File: config.mk
export PLATFORM = sky130hd
export DESIGN_NAME = clock_set_ctrl_flat
export DESIGN_NICKNAME = d
export VERILOG_FILES = /design/src/rtl/clock_ctrl_pkg.sv /design/src/rtl/clock_set_ctrl_if.sv /design/src/rtl/bcd_mod_counter.sv /design/src/rtl/clock_set_ctrl.sv /design/src/flat_wrapper.sv
export SDC_FILE = /design/constraint.sdc
export NUM_CORES = 1
export LEC_CHECK = 0
export ABC_AREA = 1
export CAP_MARGIN = 40
export CORE_MARGIN = 2
export CORE_UTILIZATION = 35
export CTS_CLUSTER_SIZE = 24
export DETAILED_ROUTE_END_ITERATION = 7
export SYNTH_ARGS = -nofsm -noshare
export SYNTH_HDL_FRONTEND = slang
export SYNTH_SLANG_ARGS = --single-unit
File: constraint.sdc
create_clock -name clk -period 4.6 [get_ports clk]
set_input_delay 0.69 -clock clk [delete_from_list [all_inputs] [get_ports clk]]
set_output_delay 0.69 -clock clk [all_outputs]
set_load 0.03 [all_outputs]
File: src/rtl/clock_ctrl_pkg.sv
// Shared constants for the clock time-set controller.
// Mode encodings and BCD field limits.
package clock_ctrl_pkg;

  localparam logic [1:0] MODE_RUN      = 2'd0;
  localparam logic [1:0] MODE_SET_HOUR = 2'd1;
  localparam logic [1:0] MODE_SET_MIN  = 2'd2;
  localparam logic [1:0] MODE_SET_SEC  = 2'd3;

  localparam logic [7:0] BCD_MAX_HOUR   = 8'h23;
  localparam logic [7:0] BCD_MAX_MINSEC = 8'h59;

  function automatic logic [1:0] next_mode(
    input logic [1:0] m
  );
    return m + 2'd1;
  endfunction

endpackage

File: src/rtl/clock_set_ctrl_if.sv
// Button and display bundle of the clock controller.
// master drives buttons, slave drives the display.
interface clock_set_ctrl_if;

  logic       btn_mode;
  logic       btn_up;
  logic       btn_down;
  logic [3:0] cnt_sec1;
  logic [3:0] cnt_sec10;
  logic [3:0] cnt_min1;
  logic [3:0] cnt_min10;
  logic [3:0] cnt_hour1;
  logic [3:0] cnt_hour10;
  logic [1:0] set_mode;
  logic       blink;
  logic       tick_1s;

  modport master (
    output btn_mode, btn_up, btn_down,
    input  cnt_sec1, cnt_sec10,
    input  cnt_min1, cnt_min10,
    input  cnt_hour1, cnt_hour10,
    input  set_mode, blink, tick_1s
  );

  modport slave (
    input  btn_mode, btn_up, btn_down,
    output cnt_sec1, cnt_sec10,
    output cnt_min1, cnt_min10,
    output cnt_hour1, cnt_hour10,
    output set_mode, blink, tick_1s
  );

endinterface

File: src/rtl/bcd_mod_counter.sv
// Two-digit BCD counter, modulo MAX+1.
// carry flags the inc that wraps MAX to 00.
module bcd_mod_counter
  import clock_ctrl_pkg::*;
#(
  parameter logic [7:0] MAX = BCD_MAX_MINSEC
) (
  input  logic       clk,
  input  logic       resetn,
  input  logic       inc,
  input  logic       dec,
  input  logic       clr,
  output logic [7:0] q,
  output logic       carry
);

  logic [7:0] q_inc;
  logic [7:0] q_dec;

  always_comb begin
    q_inc = {q[7:4], q[3:0] + 4'd1};
    if (q == MAX)
      q_inc = 8'h00;
    else if (q[3:0] == 4'd9)
      q_inc = {q[7:4] + 4'd1, 4'd0};

    q_dec = {q[7:4], q[3:0] - 4'd1};
    if (q == 8'h00)
      q_dec = MAX;
    else if (q[3:0] == 4'd0)
      q_dec = {q[7:4] - 4'd1, 4'd9};
  end

  assign carry = inc && (q == MAX);

  always_ff @(posedge clk) begin
    if (resetn) begin
      q <= 8'h00;
    end else begin
      unique case (1'b1)
        clr:     q <= 8'h00;
        inc:     q <= q_inc;
        dec:     q <= q_dec;
        default: q <= q;
      endcase
    end
  end

endmodule

File: src/rtl/clock_set_ctrl.sv
// Time-keeping and time-setting controller.
// 1 s tick, BCD hh:mm:ss, set FSM, repeat, blink.
module clock_set_ctrl
  import clock_ctrl_pkg::*;
#(
  parameter int TICK_DIV   = 25000000,
  parameter int REPEAT_CYC = 12500000,
  parameter int BLINK_DIV  = 6250000
) (
  input  logic       clk,
  input  logic       resetn,
  clock_set_ctrl_if.slave bus
);

  localparam int TW = $clog2(TICK_DIV + 1);
  localparam int RW = $clog2(REPEAT_CYC + 1);
  localparam int BW = $clog2(BLINK_DIV + 1);

  localparam logic [TW-1:0] TICK_LAST = TW'(TICK_DIV - 1);
  localparam logic [RW-1:0] REP_LAST  = RW'(REPEAT_CYC - 1);
  localparam logic [BW-1:0] BLK_LAST  = BW'(BLINK_DIV - 1);

  logic [1:0]    mode;
  logic          prev_mode;
  logic          prev_up;
  logic          prev_down;
  logic [TW-1:0] tick_cnt;
  logic [RW-1:0] rep_cnt;
  logic [BW-1:0] blk_cnt;
  logic          tick_q;
  logic          blink_q;

  logic rise_mode, rise_up, rise_down;
  logic run, tick_hit;
  logic up_alone, dn_alone, rep_hit;
  logic step_up, step_dn, rep_clr;

  logic [7:0] sec_q, min_q, hour_q;
  logic       sec_carry, min_carry, hour_carry;
  logic       sec_clr, min_inc, min_dec;
  logic       hour_inc, hour_dec;

  assign rise_mode = bus.btn_mode & ~prev_mode;
  assign rise_up   = bus.btn_up   & ~prev_up;
  assign rise_down = bus.btn_down & ~prev_down;

  assign run      = (mode == MODE_RUN);
  assign tick_hit = run && (tick_cnt == TICK_LAST);

  assign up_alone = bus.btn_up & ~bus.btn_down;
  assign dn_alone = bus.btn_down & ~bus.btn_up;
  assign rep_hit  = (rep_cnt == REP_LAST);

  // A mode change always swallows the step.
  assign step_up = ~run & ~rise_mode & up_alone
                 & (rise_up | rep_hit);
  assign step_dn = ~run & ~rise_mode & dn_alone
                 & (rise_down | rep_hit);

  assign rep_clr = run | rise_mode
                 | ~(up_alone | dn_alone)
                 | rise_up | rise_down | rep_hit;

  assign sec_clr  = (mode == MODE_SET_SEC)
                  & (step_up | step_dn);
  assign min_inc  = run ? sec_carry
                  : ((mode == MODE_SET_MIN) & step_up);
  assign min_dec  = (mode == MODE_SET_MIN) & step_dn;
  assign hour_inc = run ? min_carry
                  : ((mode == MODE_SET_HOUR) & step_up);
  assign hour_dec = (mode == MODE_SET_HOUR) & step_dn;

  bcd_mod_counter #(.MAX(BCD_MAX_MINSEC)) u_sec (
    .clk    (clk),
    .resetn (resetn),
    .inc    (tick_hit),
    .dec    (1'b0),
    .clr    (sec_clr),
    .q      (sec_q),
    .carry  (sec_carry)
  );

  bcd_mod_counter #(.MAX(BCD_MAX_MINSEC)) u_min (
    .clk    (clk),
    .resetn (resetn),
    .inc    (min_inc),
    .dec    (min_dec),
    .clr    (1'b0),
    .q      (min_q),
    .carry  (min_carry)
  );

  bcd_mod_counter #(.MAX(BCD_MAX_HOUR)) u_hour (
    .clk    (clk),
    .resetn (resetn),
    .inc    (hour_inc),
    .dec    (hour_dec),
    .clr    (1'b0),
    .q      (hour_q),
    .carry  (hour_carry)
  );

  always_ff @(posedge clk) begin
    if (resetn) begin
      prev_mode <= 1'b0;
      prev_up   <= 1'b0;
      prev_down <= 1'b0;
      mode      <= MODE_RUN;
      tick_cnt  <= '0;
      tick_q    <= 1'b0;
      rep_cnt   <= '0;
    end else begin
      prev_mode <= bus.btn_mode;
      prev_up   <= bus.btn_up;
      prev_down <= bus.btn_down;
      if (rise_mode)
        mode <= next_mode(mode);
      tick_q <= tick_hit;
      if (!run || tick_hit)
        tick_cnt <= '0;
      else
        tick_cnt <= tick_cnt + 1'b1;
      if (rep_clr)
        rep_cnt <= '0;
      else
        rep_cnt <= rep_cnt + 1'b1;
    end
  end

  // Each SET entry restarts the blink phase lit.
  always_ff @(posedge clk) begin
    if (resetn) begin
      blink_q <= 1'b0;
      blk_cnt <= '0;
    end else if (rise_mode) begin
      blink_q <= (mode != MODE_SET_SEC);
      blk_cnt <= '0;
    end else if (run) begin
      blink_q <= 1'b0;
      blk_cnt <= '0;
    end else if (blk_cnt == BLK_LAST) begin
      blink_q <= ~blink_q;
      blk_cnt <= '0;
    end else begin
      blk_cnt <= blk_cnt + 1'b1;
    end
  end

  assign bus.cnt_sec1   = sec_q[3:0];
  assign bus.cnt_sec10  = sec_q[7:4];
  assign bus.cnt_min1   = min_q[3:0];
  assign bus.cnt_min10  = min_q[7:4];
  assign bus.cnt_hour1  = hour_q[3:0];
  assign bus.cnt_hour10 = hour_q[7:4];
  assign bus.set_mode   = mode;
  assign bus.blink      = blink_q;
  assign bus.tick_1s    = tick_q;

  logic unused_ok;
  assign unused_ok = hour_carry;

endmodule

File: src/flat_wrapper.sv
// flat-port wrapper written by rule: the top's interface ports become plain ports
module clock_set_ctrl_flat import clock_ctrl_pkg::*;
#(
  parameter int TICK_DIV   = 25000000,
  parameter int REPEAT_CYC = 12500000,
  parameter int BLINK_DIV  = 6250000
)
  (clk, resetn, bus_btn_mode, bus_btn_up, bus_btn_down, bus_cnt_sec1, bus_cnt_sec10, bus_cnt_min1, bus_cnt_min10, bus_cnt_hour1, bus_cnt_hour10, bus_set_mode, bus_blink, bus_tick_1s);
  clock_set_ctrl_if bus_i ();
  input  logic clk;
  input  logic resetn;
  input wire logic [$bits(bus_i.btn_mode)-1:0] bus_btn_mode;
  input wire logic [$bits(bus_i.btn_up)-1:0] bus_btn_up;
  input wire logic [$bits(bus_i.btn_down)-1:0] bus_btn_down;
  output wire logic [$bits(bus_i.cnt_sec1)-1:0] bus_cnt_sec1;
  output wire logic [$bits(bus_i.cnt_sec10)-1:0] bus_cnt_sec10;
  output wire logic [$bits(bus_i.cnt_min1)-1:0] bus_cnt_min1;
  output wire logic [$bits(bus_i.cnt_min10)-1:0] bus_cnt_min10;
  output wire logic [$bits(bus_i.cnt_hour1)-1:0] bus_cnt_hour1;
  output wire logic [$bits(bus_i.cnt_hour10)-1:0] bus_cnt_hour10;
  output wire logic [$bits(bus_i.set_mode)-1:0] bus_set_mode;
  output wire logic [$bits(bus_i.blink)-1:0] bus_blink;
  output wire logic [$bits(bus_i.tick_1s)-1:0] bus_tick_1s;
  assign bus_i.btn_mode = bus_btn_mode;
  assign bus_i.btn_up = bus_btn_up;
  assign bus_i.btn_down = bus_btn_down;
  assign bus_cnt_sec1 = bus_i.cnt_sec1;
  assign bus_cnt_sec10 = bus_i.cnt_sec10;
  assign bus_cnt_min1 = bus_i.cnt_min1;
  assign bus_cnt_min10 = bus_i.cnt_min10;
  assign bus_cnt_hour1 = bus_i.cnt_hour1;
  assign bus_cnt_hour10 = bus_i.cnt_hour10;
  assign bus_set_mode = bus_i.set_mode;
  assign bus_blink = bus_i.blink;
  assign bus_tick_1s = bus_i.tick_1s;
  clock_set_ctrl #(.TICK_DIV(TICK_DIV), .REPEAT_CYC(REPEAT_CYC), .BLINK_DIV(BLINK_DIV)) u_core (.clk(clk), .resetn(resetn), .bus(bus_i));
endmodule
-- Yosys cells after proc, flatten, opt, wreduce, memory -nomap -nowiden
Index checks and enable logic that the tools add are counted.
- add/subtract/negate cells: 14
- equality and inequality tests: 18
- bitwise gates (word level): 33
- muxes and demuxes: 18
- reduce and logical (&&, ||, !) cells: 20
- operators by type and width (cell ; count):
    8-bit two-way mux ; 10
    8-bit one-hot mux with 2 select lines ; 3
    25-bit by 1-bit adder with 25-bit output, second input constant ; 1
    25-bit equality test, second input constant ; 1
    24-bit by 1-bit adder with 24-bit output, second input constant ; 1
    4-bit by 1-bit adder with 4-bit output, second input constant ; 6
    24-bit equality test, second input constant ; 1
    23-bit by 1-bit adder with 23-bit output, second input constant ; 1
    23-bit equality test, second input constant ; 1
    8-bit by 7-bit equality test with 1-bit output, second input constant ; 2
    8-bit logical NOT ; 2
    4-bit by 1-bit subtractor with 4-bit output, second input constant ; 4
    1-bit AND ; 15
    4-bit equality test, second input constant ; 3
    3-bit != test, second input constant ; 4
    1-bit inverter ; 9
    1-bit OR ; 9
    8-bit by 6-bit equality test with 1-bit output, second input constant ; 1
    4-bit logical NOT ; 2
    3-bit AND reduction ; 2
    2-bit nonzero test ; 3
    1-bit two-way mux ; 5
    2-bit equality test, second input constant ; 2
    2-bit OR reduction ; 2
    11 further kinds ; 13
- logic and storage cells: 118
- register bits: 103
- output and inout bits: 28

-- Logic depth before layout (Yosys ltp)
Gate-level depths: netlist of run 1.
- word-level depth: 12
- mapped depth: 14
- depth with buffers taken out: 14

-- Modules after synthesis
A second synthesis of run 1 with hierarchy kept.
- cell total of the unflattened synthesis: 986
- area total of the unflattened synthesis: 6552.5 sq um
- by module, submodules not included (module ; times used ; cells each ; area an instance (sq um)):
    clock_set_ctrl ; 1 ; 612 ; 4207.8
    bcd_mod_counter (u_core.u_min ...) ; 2 ; 122 ; 757.0
    bcd_mod_counter (u_core.u_hour) ; 1 ; 130 ; 830.8

-- Worst setup path after synthesis of run 1
OpenSTA, ideal clock, no wires.
- path kind: register -> register
- start: reg u_core.mode[0], in the netlist u_core.bus.set_mode[0]
- end: reg u_core.u_hour.q[4]
- cell stages (with the launch flop): 14
- setup slack: 2.385 ns
- data arrival time: 2.101 ns
- buffers on the path: 1
- library setup time: 0.114 ns
- cells stage by stage: dfxtp_1 inv_1 ha_1 inv_1 nand2_1 nor2_1 nand3_2 buf_6 nand3_1 nand2_1 inv_1 nand4_1 nand2_1 nor2_1
- cells in the longest elaborated chain, start to end: 11
- elaborated cells between the ends (all ways): 22
- RTL lines (what ; line ; source):
    from (decl) ; clock_set_ctrl.sv:23 ; logic [1:0] mode;
    from (signal assigned) ; clock_set_ctrl.sv:117 ; mode <= next_mode(mode);
    2-bit logical NOT ; clock_set_ctrl.sv:47 ; assign run = (mode == MODE_RUN);
    1-bit inverter ; clock_set_ctrl.sv:55, clock_set_ctrl.sv:57 ;
    1-bit AND ; clock_set_ctrl.sv:55, clock_set_ctrl.sv:57 ;
    1-bit AND ; clock_set_ctrl.sv:55 ; assign step_up = ~run & ~rise_mode & up_alone
    1-bit AND ; clock_set_ctrl.sv:56 ; & (rise_up | rep_hit);
    1-bit AND ; clock_set_ctrl.sv:67 ; : ((mode == MODE_SET_MIN) & step_up);
    1-bit two-way mux ; clock_set_ctrl.sv:66 ; assign min_inc = run ? sec_carry
    1-bit logical AND ; bcd_mod_counter.sv:34 ; assign carry = inc && (q == MAX);
    1-bit two-way mux ; clock_set_ctrl.sv:69 ; assign hour_inc = run ? min_carry
    3-bit != test (no line) or 2-bit nonzero test (tied branches) ; -- ;
    3-bit AND reduction (no line) ; -- ;
    to (signal assigned) ; bcd_mod_counter.sv:42 ; inc: q <= q_inc;
    to (signal assigned) ; bcd_mod_counter.sv:43 ; dec: q <= q_dec;
    to (signal assigned) ; bcd_mod_counter.sv:44 ; default: q <= q;
    to (decl) ; bcd_mod_counter.sv:13 ; output logic [7:0] q,
Several ways; a longest one is shown, not always the timed one.
A chain may end at the register's enable or synchronous reset.

-- Final worst setup path of run 1
- start: in resetn
- end: reg u_core.tick_cnt[19]
- cells in the longest elaborated chain, start to end: 1
- RTL lines (what ; line ; source):
    from (decl) ; flat_wrapper.sv:11 ; input logic resetn;
    2-bit OR reduction (no line) ; -- ;
    to (signal assigned) ; clock_set_ctrl.sv:122 ; tick_cnt <= tick_cnt + 1'b1;
    to (decl) ; clock_set_ctrl.sv:27 ; logic [TW-1:0] tick_cnt;
Every way passes these cells.

==> results of run 1 <==
## cell usage in the layout (no fill, tap or decap), types with 3 or more instances in the layout
master / count
o21a_1: 6
nand3_1: 40
nor2_2: 6
o21ai_0: 41
nand2_2: 4
nor3b_1: 5
a21oi_1: 58
nor3_1: 31
nand4_1: 19
a31oi_1: 6
nand3_2: 11
xnor2_1: 5
o21ai_1: 3
nor4_1: 8
xor2_1: 24
inv_1: 101
clkdlybuf4s50_1: 32
or2_2: 4
nand3_4: 3
dfxtp_1: 103
o22ai_1: 3
nor3_2: 9
nor2_4: 5
ha_1: 28
nand2_4: 6
nand2_1: 123
inv_2: 10
clkbuf_16: 9
nor2_1: 100
## how the worst max path moves through the flow
stage | start | end | slack, ns | cells past startpoint
finish | resetn | u_core.tick_cnt[19] | 1.85 | 7
CTS | resetn | u_core.tick_cnt[19] | 1.85 | 7
global route | resetn | u_core.tick_cnt[10] | 1.62 | 7
detailed placement | resetn | u_core.tick_cnt[12] | 1.47 | 7
floorplan | u_core.bus.set_mode[0] | u_core.u_hour.q[4] | 2.39 | 13
global placement | resetn | u_core.tick_cnt[21] | 1.52 | 7
## power breakdown
part           switching [µW]  internal, µW  total, µW
combinational            60.3          30.2       90.5
sequential               7.77           899        907
clock                     355           390        745
total                     423          1320       1740
## flip-flops by register name, summed over array words and instances (netlist names)
name                 count
u_core.prev_down         1
u_core.bus.set_mode      2
u_core.tick_cnt         25
u_core.rep_cnt          24
u_core.prev_up           1
u_core.u_min.q           8
u_core.u_hour.q          8
u_core.bus.blink         1
u_core.prev_mode         1
u_core.u_sec.q           8
u_core.bus.tick_1s       1
u_core.blk_cnt          23
## critical path: stages
cell and delay (ns):
clkdlybuf4s50_1 0.40, buf_4 0.21, inv_1 0.39, nand3_1 0.58, inv_1 0.46, o21ai_0 0.15
a21oi_1 0.13
## metal layers
metal,part of all wire [%],track usage (%),wire [µm],up-vias
li1,-,-,-,2660
met1,51,18.1,5980,2184
met2,45,22.0,5240,56
met3,3.3,3.45,387,11
met4,1.3,4.24,150,0
met5,0,0,0,-
## per-stage QoR
stage               instances  hold slack [ns]  util [%]
floorplan                 790            0.413         -
global placement         1028            0.432      39.5
detailed placement       1028            0.436      39.5
CTS                      1044            0.443      41.3
global route             1044            0.458      41.3
finish                   1044            0.438      41.3
## area by class of cell
type | count | area (µm²) | share of cell area [%]
clock buffer | 10 | 239 | 3.61
clock inverter | 6 | 50.0 | 0.757
inverter | 112 | 422 | 6.38
multi-input combinational | 564 | 3240 | 49.0
sequential | 103 | 2060 | 31.2
tap | 216 | 270 | 4.09
timing repair buffer | 33 | 328 | 4.96
## cell families (layout without fill, tap and decap cells)
family,after synthesis,count (layout),share of synthesized area (%)
and+or+nand+nor,383,383,34.1
AOI/OAI and AO/OA,124,124,11.5
buffers and inverters,123,161,8.23
DFF,103,103,35.7
xor gates and xnor gates,29,29,4.39
adders and majority gates,28,28,6.06
==> results.yml, run 1 <==
outcome:
  outcome: "complete, no violations"
sta:
  finalCritPeriodShare_pct: 59.7
  finClkSkew_ns: 0.0103
  rsz0062_at_grt: "no"
  fmax_ghz: 0.364
  setup_ws_ns: 1.85
  setup_viol: 0
  hold_violations: 0
  setup-tns-final_ns: 0
  slew_viol_final: 0
  max-slew-margin-rel_pct: 53.8
  min_period_ns: 2.75
  worstMarginPinSlew_ns: 0.688
global_route:
  grt_usage_pct: 13.7
  grt_pass1_vias: 4452
  grt_pass1_wl_um: 20300
  grt_overflow: 0
  grt_max_degree: 20
  antenna_found_initial: 0
worst_hold_path:
  min_path_type: "register to register"
  hp-start: "u_core.tick_cnt[0]"
  whs_endpoint: "u_core.tick_cnt[0]"
  whs_path_depth: 1
synthesis:
  synth_fp_nets: 823
  synth_seq_cells: 103
  seq_area_frac_synth_pct: 35.7
  netlist_instances: 790
  ys_types: 44
  synthFlopType: "dfxtp_1"
  synth_top_area_cell: "dfxtp_1"
  avgSynthCellArea_um2: 7.32
  synth_top_area_share_pct: 35.7
  synth_commonest_cells: "123 x nand2_1, 103 x dfxtp_1, 101 x inv_1"
  syn-cell-area_mm2: 0.00578
  async_flop_share_pct: 0
  synthTopCellsByArea: "dfxtp_1 36%, nand2_1 8.0%, inv_1 6.6%, nor2_1 6.5%, ha_1 6.1%"
  yosysMostFrequentCell: "nand2_1"
  synth-edff-count: 0
  ys_warn_count: 0
routing:
  viasPerCell: 4.70
  dr_total_vias: 4911
  ant_nets: 0
  wl_um: 11800
  drt-pass1-iter-count: 5
  first_iter_violations: 299
  wire_per_inst_um: 11.3
  drc: 0
clock_network:
  clock_sinks: 103
  cts_setup_buffers: 0
  cts_tree: "yes"
  cts.reportedPaths.clkPinSlew_ns: 0.07
  cts-buffers-inserted: 9
  clock_latency_ns: 0.36
  cts_resized: 0
  cts_max_level: 3
  cts_root_buf: "clkbuf_16"
  ctsHoldBuffers: 0
  cts_buffer_depth: 2
setup_path:
  regToRegSetupSlack_ns: 2.17
  worstSetupPathType: "input pin to register"
  crit_required_ns: 4.89
  reg2reg_from: "u_core.bus.set_mode[0]"
  critPathCaptureType: "register"
  r2r-end: "u_core.u_hour.q[2]"
  startpoint_type: "input pin"
  cp.arrival_ns: 3.03
  worst-path-max-fanout: 19
  r2r_cells: 11
layout:
  drive_gt1_share_pct: 9.78
  postLayoutCellArea_mm2: 0.00661
  areaGrowthSynthToFinish_pct: 14.4
  n_fill_cell: 1698
  n_antenna_cell: 0
  finalNetCount: 856
placement:
  dp_hpwl_um: 8710
  port_buffers: 32
  placed_area_mm2: 0.00632
  pre_cts_ws_ns: 1.47
  routabilityCongestion: 0.791
die:
  dieWidth_um: 133
  num_io_pins: 33
  start_util_pct: 36.1
  rows: 46
  die_height_um: 133
  dieArea_mm2: 0.0176
  core_mm2: 0.0160
pwr:
  peakVddDrop_mv: 0.191
  power_density_mw_per_mm2: 263
  leakage_uw: 0.00247
  total_power_uw: 1740
run:
  cap_violations: 0
Note: power is estimated with default switching activity, not from simulation.
==> run 2: changes to the inputs <==
==> constraint.sdc (replaced) <==
create_clock -name clk -period 2.55 [get_ports clk]
set_input_delay 0.3825 -clock clk [delete_from_list [all_inputs] [get_ports clk]]
set_output_delay 0.3825 -clock clk [all_outputs]
set_load 0.03 [all_outputs]
==> results.yml, run 2 (synthesized netlist as in run 1, its figures left out) <==
clock_network:
  cts_root_buf: "clkbuf_16"
  cts_max_level: 3
  cts.reportedPaths.clkPinSlew_ns: 0.07
  clock_sinks: 103
  cts_buffer_depth: 2
  cts-buffers-inserted: 9
  clock_latency_ns: 0.35
  cts_tree: "yes"
  ctsHoldBuffers: 0
pwr:
  peakVddDrop_mv: 0.322
  leakage_uw: 0.00250
  power_density_mw_per_mm2: 471
setup_path:
  reg2reg_from: "u_core.bus.set_mode[0]"
  cp.arrival_ns: 2.58
  crit_required_ns: 2.83
  worstSetupPathType: "register to register"
  startpoint_type: "register"
  crit_start: "u_core.bus.set_mode[0]"
  critPathCaptureType: "register"
  worst-path-max-fanout: 12
die:
  die_height_um: 133
  dieWidth_um: 133
  num_io_pins: 33
  rows: 46
  start_util_pct: 36.1
  dieArea_mm2: 0.0176
  core_mm2: 0.0160
global_route:
  grt_pass1_vias: 4628
  grt_max_degree: 19
  antenna_found_initial: 0
  grt_pass1_wl_um: 21100
  grt_usage_pct: 14.2
  grt_overflow: 0
sta:
  finalCritPeriodShare_pct: 89.9
  rsz0062_at_grt: "no"
  fmax_ghz: 0.436
  min_period_ns: 2.29
  worstMarginPinSlew_ns: 0.376
  slew_viol_final: 0
  max-slew-margin-rel_pct: 74.7
  setup-tns-final_ns: 0
  finClkSkew_ns: 0.00664
  hold_violations: 0
  setup_viol: 0
  holdWs_ns: 0.446
layout:
  finalNetCount: 863
  n_fill_cell: 1695
  drive_gt1_share_pct: 10.6
  final_cell_mix: "123 x nand2_1, 103 x dfxtp_1, 101 x inv_1"
  areaGrowthSynthToFinish_pct: 15.3
  multi_input_area_mm2: 0.00324
  n_antenna_cell: 0
  top_regs: "u_core.tick_cnt x25, u_core.rep_cnt x24, u_core.blk_cnt x23"
  largest_register_ffs: 25
  regArea_mm2: 0.00206
  final_common_cell: "nand2_1"
  largest-register: "u_core.tick_cnt"
worst_hold_path:
  hp-start: "u_core.rep_cnt[20]"
  min_path_type: "register to register"
placement:
  port_buffers: 32
  routabilityCongestion: 0.824
  dp_hpwl_um: 8860
routing:
  wl_um: 11900
  viasPerCell: 4.72
  wire_per_inst_um: 11.4
  drc: 0
  drt-pass1-iter-count: 5
  ant_nets: 0
  first_iter_violations: 241
  dr_total_vias: 4954
run:
  cap_violations: 0
outcome:
  outcome: "complete, no violations"
==> run 2: what timing repair did <==
action | 4_1_cts | 5_1_grt
buffers inserted | 0 | 0
gates resized for setup | 0 | 1
setup endpoints to repair | 0 | 8
==> run 2: path summary, 6_finish.rpt <==
check / endpoint / slack, ns / depth (start not counted)
setup / recovery: u_core.u_hour.q[2] / 0.26 / 11
hold / removal: u_core.rep_cnt[20] / 0.45 / 2
setup reg to reg: u_core.u_hour.q[2] / 0.26 / 11
hold reg to reg: u_core.rep_cnt[20] / 0.45 / 2
==> run 2: per-stage QoR <==
| stage | std cells | power, µW | cell area (µm²) | worst slack (ns) | util [%] |
|---|---|---|---|---|---|
| 3_3_place_gp | 1035 | 1850 | 6380 | 0.199 | 39.8 |
| 4_1_cts | 1050 | 3190 | 6660 | 0.183 | 41.6 |
| 3_5_place_dp | 1035 | 1850 | 6380 | 0.150 | 39.8 |
| 5_1_grt | 1050 | 3260 | 6660 | 0.00884 | 41.6 |
| 2_1_floorplan | 790 | 1790 | 5780 | 0.335 | - |
| 6_report | 1050 | 3140 | 6660 | 0.257 | 41.6 |
==> run 2: layout make-up <==
type                       count  area share [%]
tap                          216            4.06
multi-input combinational    564            48.7
timing repair buffer          40            5.71
sequential                   103            31.0
clock inverter                 4           0.451
clock buffer                  11            3.79
inverter                     112            6.33
==> run 2: layer usage <==
layer / global-route usage (%) / vias to the layer above / wire length [µm]
li1: - / 2660 / -
met1: 18.8 / 2221 / 5940
met2: 22.8 / 60 / 5350
met3: 4.06 / 13 / 501
met4: 3.35 / 0 / 131
met5: 0 / - / 0
==> run 2: worst max-delay path, cell delays in order, from the launching register on <==
cell      delay, ns
dfxtp_1        0.41
inv_1          0.11
ha_1           0.30
inv_1          0.15
nand2_1        0.18
nor2_2         0.19
nand3_2        0.28
clkinv_2       0.19
nand2_4        0.09
o21ai_1        0.13
nand2_1        0.06
a21oi_1        0.13
==> run 2: where the power goes <==
part / total, µW / leakage, µW / internal, µW / switching, µW
Combinational: 174 / 0.00153 / 60.9 / 113
Sequential: 1640 / 0.000831 / 1620 / 14.1
Clock: 1330 / 0.000138 / 714 / 612
==> run 3: changes to the inputs <==
--- a/config.mk
+++ b/config.mk
@@ -11,6 +11,7 @@
 export CORE_UTILIZATION = 35
 export CTS_CLUSTER_SIZE = 24
 export DETAILED_ROUTE_END_ITERATION = 7
+export SETUP_SLACK_MARGIN = 0.15
 export SYNTH_ARGS = -nofsm -noshare
 export SYNTH_HDL_FRONTEND = slang
 export SYNTH_SLANG_ARGS = --single-unit
==> results.yml, run 3 (synthesized netlist as in run 1, its figures left out) <==
layout:
  final_cell_mix: "122 x nand2_1, 103 x dfxtp_1, 101 x inv_1"
  areaGrowthSynthToFinish_pct: 15.6
  final_common_cell: "nand2_1"
  finalNetCount: 863
  drive_gt1_share_pct: 10.9
  n_antenna_cell: 0
  largest-register: "u_core.tick_cnt"
  top_regs: "u_core.tick_cnt x25, u_core.rep_cnt x24, u_core.blk_cnt x23"
  largest_register_ffs: 25
  fin_util_pct: 41.8
  fin_cells: 1050
die:
  die_height_um: 133
  dieArea_mm2: 0.0176
  start_util_pct: 36.1
  num_io_pins: 33
  rows: 46
  dieWidth_um: 133
  core_mm2: 0.0160
placement:
  routabilityCongestion: 0.824
  port_buffers: 32
  dp_hpwl_um: 8860
  dp_cells: 1035
global_route:
  grt_max_degree: 19
  grt_overflow: 0
  grt_pass1_vias: 4628
  antenna_found_initial: 0
  grt_pass1_wl_um: 21100
  grt_usage_pct: 14.2
sta:
  setup_viol: 0
  slew_viol_final: 0
  fmax_ghz: 0.470
  hold_violations: 0
  max-slew-margin-rel_pct: 74.7
  min_period_ns: 2.13
  setup-tns-final_ns: 0
  finClkSkew_ns: 0.00647
  finalCritPeriodShare_pct: 83.4
  rsz0062_at_grt: "no"
  worstMarginPinSlew_ns: 0.376
setup_path:
  cp.arrival_ns: 2.37
  worst-path-max-fanout: 10
  worstSetupPathType: "register to register"
  startpoint_type: "register"
  crit_slowest_cell: "dfxtp_1"
  critPathCaptureType: "register"
  crit_chain: "inv_1 -> ha_2 -> inv_1 -> nand2_2 -> nor2_4 -> buf_4 -> nand3_4 -> nand3_4 -> nand3_2 -> o21ai_0 -> a21oi_1"
  cp_slowest_stage_delay_ns: 0.41
  crit_required_ns: 2.79
outcome:
  outcome: "complete, no violations"
clock_network:
  cts_setup_buffers: 0
  cts_root_buf: "clkbuf_16"
  cts_max_level: 3
  clock_sinks: 103
  cts.reportedPaths.clkPinSlew_ns: 0.07
  ctsHoldBuffers: 0
  cts_buffer_depth: 2
  cts-buffers-inserted: 9
  cts_tree: "yes"
  clock_latency_ns: 0.35
worst_hold_path:
  min_path_type: "register to register"
routing:
  ant_nets: 0
  viasPerCell: 4.71
  wl_um: 11900
  first_iter_violations: 229
  drt-pass1-iter-count: 5
  wire_per_inst_um: 11.3
  dr_total_vias: 4948
  drc: 0
run:
  cap_violations: 0
pwr:
  peakVddDrop_mv: 0.323
  power_density_mw_per_mm2: 470
  leakage_uw: 0.00250
  total_power_uw: 3140
## run 3: repair_timing
action	CTS	global route
setup endpoints to repair	0	19
resized for setup	0	6
hold endpoints to repair	0	0
## run 3: worst paths after layout
| check | startpoint | depth (start not counted) | slack [ns] | endpoint |
|---|---|---|---|---|
| max | u_core.bus.set_mode[0] | 11 | 0.42 | u_core.u_min.q[6] |
| min reg2reg | u_core.rep_cnt[20] | 2 | 0.45 | u_core.rep_cnt[20] |
| max reg2reg | u_core.bus.set_mode[0] | 11 | 0.42 | u_core.u_min.q[6] |
| min | u_core.rep_cnt[20] | 2 | 0.45 | u_core.rep_cnt[20] |
## run 3: worst max-delay path, delay by kind of cell (launching register included)
family	cells	cell delay, ns
AND/OR/NAND/NOR	5	0.72
flip-flops	1	0.41
buffers and inverters	3	0.40
adder cells (fa/ha/maj)	1	0.25
AO/OA/AOI/OAI	2	0.24
## run 3: through the flow
stage	setup slack [ns]	area (µm²)	hold slack, ns
after floorplan	0.335	5780	0.413
after global placement	0.199	6380	0.428
after detailed placement	0.150	6380	0.437
after CTS	0.183	6660	0.446
after global routing	0.188	6680	0.480
final	0.423	6680	0.446
## run 3: power breakdown
part / internal, µW / leakage, µW / total, µW / switching, µW
registers: 1620 / 0.000831 / 1640 / 14.0
clock network: 714 / 0.000138 / 1320 / 611
logic: 62.6 / 0.00153 / 179 / 117
total: 2400 / 0.00250 / 3140 / 742
## run 3: final cells by class
cell class / instances / area, µm²
Clock buffer: 11 / 253
Multi-Input combinational cell: 564 / 3260
Fill cell: 1694 / 9320
Tap cell: 216 / 270
Inverter: 112 / 422
Sequential cell: 103 / 2060
Clock inverter: 4 / 30.0
Timing Repair Buffer: 40 / 380
## run 3: per-layer routing
| layer | share of wire (%) | track usage (%) |
|---|---|---|
| met1 | 50 | 18.8 |
| met2 | 45 | 22.8 |
| met3 | 4.1 | 4.06 |
| met4 | 1.1 | 3.35 |
| met5 | 0 | 0 |
